[src/rtl/serial_adder_seq.sv]
// Bit-serial LSB-first adder: full adder from two half adders, carry kept in a flop between bit cycles.
// Latency WIDTH cycles from accept to result valid; operands refused in SHIFT/DONE, result held until res_ready_in.
module serial_adder_seq #(
    parameter int WIDTH = 8
) (
    input  logic             clk_in,
    input  logic             rst_n_in,
    input  logic             op_valid_in,
    output logic             op_ready_out,
    input  logic [WIDTH-1:0] a_in,
    input  logic [WIDTH-1:0] b_in,
    input  logic             cin_in,
    output logic             res_valid_out,
    input  logic             res_ready_in,
    output logic [WIDTH-1:0] sum_out,
    output logic             carry_out,
    output logic             busy_out
);

    localparam int CW = $clog2(WIDTH) + 1;

    typedef enum logic [1:0] {
        ST_IDLE  = 2'd0,
        ST_SHIFT = 2'd1,
        ST_DONE  = 2'd2
    } state_t;

    state_t           r_state;
    state_t           w_state_nxt;

    logic [WIDTH-1:0] r_a_sh;
    logic [WIDTH-1:0] r_b_sh;
    logic [WIDTH-1:0] r_sum_sh;
    logic [WIDTH-1:0] r_sum;
    logic             r_cy;
    logic             r_carry;
    logic             r_op_rdy;
    logic [CW-1:0]    r_cnt;

    logic             w_accept;
    logic             w_last;
    logic             w_ha1_s;
    logic             w_ha1_c;
    logic             w_s;
    logic             w_ha2_c;
    logic             w_cy_nxt;
    logic [WIDTH-1:0] w_sum_sh_nxt;

    // Two half-adder stages form the full adder for the current bit pair.
    assign w_ha1_s      = r_a_sh[0] ^ r_b_sh[0];
    assign w_ha1_c      = r_a_sh[0] & r_b_sh[0];
    assign w_s          = w_ha1_s ^ r_cy;
    assign w_ha2_c      = w_ha1_s & r_cy;
    assign w_cy_nxt     = w_ha1_c | w_ha2_c;
    assign w_sum_sh_nxt = {w_s, r_sum_sh[WIDTH-1:1]};

    assign w_accept = (r_state == ST_IDLE) && op_valid_in && r_op_rdy;
    assign w_last   = (r_cnt == CW'(WIDTH - 1));

    always_comb begin
        w_state_nxt = r_state;
        case (r_state)
            ST_IDLE:  if (w_accept)     w_state_nxt = ST_SHIFT;
            ST_SHIFT: if (w_last)       w_state_nxt = ST_DONE;
            ST_DONE:  if (res_ready_in) w_state_nxt = ST_IDLE;
            default:                    w_state_nxt = ST_IDLE;
        endcase
    end

    always_ff @(posedge clk_in or negedge rst_n_in) begin
        if (!rst_n_in) begin
            r_state <= ST_IDLE;
        end else begin
            r_state <= w_state_nxt;
        end
    end

    // Ready is registered so it stays low throughout reset and rises on the first edge after release.
    always_ff @(posedge clk_in or negedge rst_n_in) begin
        if (!rst_n_in) begin
            r_op_rdy <= 1'b0;
        end else begin
            r_op_rdy <= (w_state_nxt == ST_IDLE);
        end
    end

    always_ff @(posedge clk_in or negedge rst_n_in) begin
        if (!rst_n_in) begin
            r_a_sh   <= '0;
            r_b_sh   <= '0;
            r_sum_sh <= '0;
            r_cy     <= 1'b0;
            r_cnt    <= '0;
            r_sum    <= '0;
            r_carry  <= 1'b0;
        end else begin
            if (w_accept) begin
                r_a_sh <= a_in;
                r_b_sh <= b_in;
                r_cy   <= cin_in;
                r_cnt  <= '0;
            end else if (r_state == ST_SHIFT) begin
                r_a_sh   <= r_a_sh >> 1;
                r_b_sh   <= r_b_sh >> 1;
                r_cy     <= w_cy_nxt;
                r_sum_sh <= w_sum_sh_nxt;
                r_cnt    <= r_cnt + CW'(1);
                if (w_last) begin
                    r_sum   <= w_sum_sh_nxt;
                    r_carry <= w_cy_nxt;
                end
            end
        end
    end

    assign op_ready_out  = r_op_rdy;
    assign res_valid_out = (r_state == ST_DONE);
    assign busy_out      = (r_state == ST_SHIFT) || (r_state == ST_DONE);
    assign sum_out       = r_sum;
    assign carry_out     = r_carry;

endmodule

[config.mk]
export PLATFORM = sky130hd
export DESIGN_NAME = serial_adder_seq
export DESIGN_NICKNAME = d
export VERILOG_FILES = /design/src/rtl/serial_adder_seq.sv
export SDC_FILE = /design/constraint.sdc
export NUM_CORES = 1
export LEC_CHECK = 0
export BUFFER_PORTS_ARGS = -buffer_cell sky130_fd_sc_hd__buf_2
export CAP_MARGIN = 10
export CORE_MARGIN = 5
export CORE_UTILIZATION = 38
export DETAILED_ROUTE_END_ITERATION = 6
export HOLD_SLACK_MARGIN = 0.15
export PLACE_DENSITY_LB_ADDON = 0.08
export SYNTH_ARGS = -nofsm -noshare
export SYNTH_HDL_FRONTEND = slang
export SYNTH_SLANG_ARGS = --single-unit
[constraint.sdc]
create_clock -name clk_in -period 3.4 [get_ports clk_in]
set_input_delay 0.68 -clock clk_in [delete_from_list [all_inputs] [get_ports clk_in]]
set_output_delay 0.68 -clock clk_in [all_outputs]
set_load 0.01 [all_outputs]
==> summary.md <==
| Metric | Value |
|---|---|
| EDFF count, synth | 0 |
| Fin crit share | 58.5% |
| Initial antenna violation count | 0 |
| Placed cells | approximately 230 |
| Simple-gate share of the synthesized area | under 10% |
| WL per Instance | ~14 microns |
| Vias/cell | about 5 |
| Clock Latency Late Sink | slightly below 0.3 ns |
| Nature of the critical path endpoint | register |
| IO Port Bufs | 32 |
| Status | finished clean |
| Critical path arrival | between 2 and 2.5 ns |
| Multi-input gate area | roughly 730 sq um |
| Worst setup SP type | register |
| Final setup violation count | 0 |
| Critical path class | register to register |
| GR Overflow Total | 0 |
| GPL Wtd Cong | ~0.75 |
| Clk buf depth | 2 |
| Area Growth Syn to Fin | 17.8% |
| Routed Wire Length | between 3000 and 4000 microns |
| Register area share after synthesis | between 50% and 60% |
| Compound-Gate Fraction of Synth Area | under 10% |
| Synth Flop Type | dfrtp_1 |
| HP Class | primary input to asynchronous set/reset pin |
| R2R Setup Slk | approximately 1.4 ns |
| CTS Sinks | 40 |
| TritonCTS buffer count | 5 |
| XOR/XNOR share of the synthesized area | under 10% |
| Vias | between 1000 and 1500 |
| P per Cell Area | between 900 and 1000 nW/um^2 |
| # nets final | ~210 |
| Fin. max-slew vios | 0 |
| Post-route setup TNS | 0 ns |
| Actual slew at the worst max-slew pin | 0.885 ns |
| FF+latch area | ~1000 sq um |
| Fin cells | 237 |
| Yosys cell types | 23 |
| Synth warn | 0 |
| Post-synth net total | between 150 and 200 |
| # rows | 25 |
| Largest family of logic cells by synthesized area | multiplexers |
| DRC viols | 0 |
| CTS root buffer | clkbuf_8 |
| Fraction of registers with async set/reset | 100% |
| Initial core utilization | approximately 39% |
| Htree depth | 2 |
| Mean post-synth cell area | roughly 12 sq um |
| DP Wirelength | 2300 microns |
| Post-synthesis register bit count | 40 |
| Die height | a little under 80 microns |
| Yosys top cell area share | between 50% and 60% |
| Die area | ~6200 sq um |
| TritonCTS clock tree | yes |
| Worst endpoint required time | about 3.6 ns |
| Global-route wire length before repair | 5760 microns |
| Most common cell in the netlist | dfrtp_1 |
| Largest net degree at the start of global routing | 41 |
| Total GRT Usage | between 10% and 20% |
| Minimum clock period | between 1.5 and 2 ns |
| Resized cells post-CTS | 0 |
| IO Pins | 33 |
| Post-CTS Setup Bufs | 0 |
| Synth area leader | dfrtp_1 |
| Final clock skew | 0.00267 ns |
| Synth Cell Area | approximately 1800 sq um |
| Layout cells sized above 1 | 32.8% |
| Max frequency | between 500 and 600 MHz |
| Mapped Cells | between 100 and 150 |
| Adder-Cell Fraction of Synth Area | between 4 and 5% |
| Cts hold-fix bufs | 0 |
| Antenna viol nets, final | 0 |
| RSZ-0062 raised after global routing | false |
| Max-cap violations | 0 |
| Die width | 78.6 microns |
| Pleak | between 0.001 and 0.0015 uW |
| CORE AREA | between 4000 and 5000 sq um |
| Synth cell count leaders | dfrtp_1 (40), nand2_1 (20), o21ai_0 (18) |
| Fill cell count | 458 |
| Vias in the first global route | approximately 1200 |
| Hold Violations, Final | 0 |
| DR iter-0 viols | 39 |
| Relative slew slack | between 40% and 50% |
| ANT cells | 0 |
| Drt first pass iters | 4 |
| VDD IR-drop max | between 300 and 400 uV |
| Top post-synthesis cells by area | dfrtp_1 (56%), mux2_2 (10%), mux2i_1 (9.0%) |
| Multiplexer share of the synthesized area | between 10% and 20% |
| CP max FO | 9 |
| Reg clk slew, reported paths | ~0.08 ns |
==> sequential cells by signal, summed over array words and instances (netlist names) <==
signal,flops
r_a_sh,8
r_b_sh,8
sum_out,8
r_sum_sh,7
r_cnt,4
r_state,2
carry_out,1
op_ready_out,1
r_cy,1
==> worst max-delay path: stages, from the launching register on <==
cell and delay (ns):
dfrtp_1 0.42, inv_1 0.09, ha_1 0.21, inv_1 0.08, nor2_2 0.06, nor4b_4 0.60
mux2_2 0.41
==> power by group <==
part           internal (uW)  total (uW)  switching [uW]  leakage [uW]
Sequential               692         822             130      0.000506
Clock                    217         380             163     0.0000541
Combinational            359         723             363      0.000451
Total                   1270        1930             657       0.00101
==> routing by layer <==
metal	vias up	global-route usage, %	routed length [microns]
li1	570	-	-
met1	543	14.2	1440
met2	33	19.6	1590
met3	9	4.59	211
met4	0	4.55	51
met5	-	0	0
==> kinds of logic (layout without fill, tap and decap cells) <==
logic type      count (synthesis)  in the layout
flops                          40             40
xor+xnor                        3              3
fa+ha+maj                       6              6
simple gates                   34             34
mux                            32             32
compound gates                 22             22
buf+inv                        12             46
==> path summary, 6_finish.rpt <==
kind | startpoint | endpoint | depth (start not counted)
min reg2reg | r_sum_sh[1] | sum_out[0] | 1
max in group asynchronous | rst_n_in | r_b_sh[1] | 1
max | r_state[0] | sum_out[3] | 6
min in group clk_in | r_sum_sh[1] | sum_out[0] | 1
min | rst_n_in | r_cnt[0] | 1
max reg2reg | r_state[0] | sum_out[3] | 6
==> layout by cell type (no fill, tap or decap), drive strengths merged <==
master,netlist,routed
nor3,2,2
nand2b,2,2
a21oi,1,1
ha,5,5
inv,4,4
o32ai,1,1
xor2,1,1
dfrtp,40,40
xnor2,2,2
nor2,6,6
mux2,16,16
o21ai,18,18
a211oi,1,1
buf,5,34
nand2,20,20
clkbuf,3,5
clkinvlp,0,1
clkinv,0,1
mux2i,16,16
nor4b,1,1
fa,1,1
bufinv,0,1
nor2b,2,2
a41oi,1,1
nand4,1,1
==> final cells by class <==
class | instances | area share (%)
clock inverter | 3 | 2.02
inverter | 4 | 0.713
multi-input combinational | 97 | 34.9
clock buffer | 5 | 3.27
timing repair buffer | 34 | 8.32
sequential | 40 | 47.6
tap | 54 | 3.21
==> per-stage QoR <==
| step | util (%) | cell area [sq um] | worst slack [ns] | hold WS, ns | total power, uW |
|---|---|---|---|---|---|
| floorplan | - | 1790 | 1.60 | 0.384 | 1370 |
| global placement | 43.1 | 1990 | 1.33 | 0.483 | 1540 |
| detailed placement | 43.1 | 1990 | 1.30 | 0.488 | 1580 |
| CTS | 45.5 | 2100 | 1.39 | 0.507 | 1960 |
| global route | 45.5 | 2100 | 1.26 | 0.531 | 2100 |
| finish | 45.5 | 2100 | 1.41 | 0.499 | 1930 |
Power figures use the tool's default switching activity.
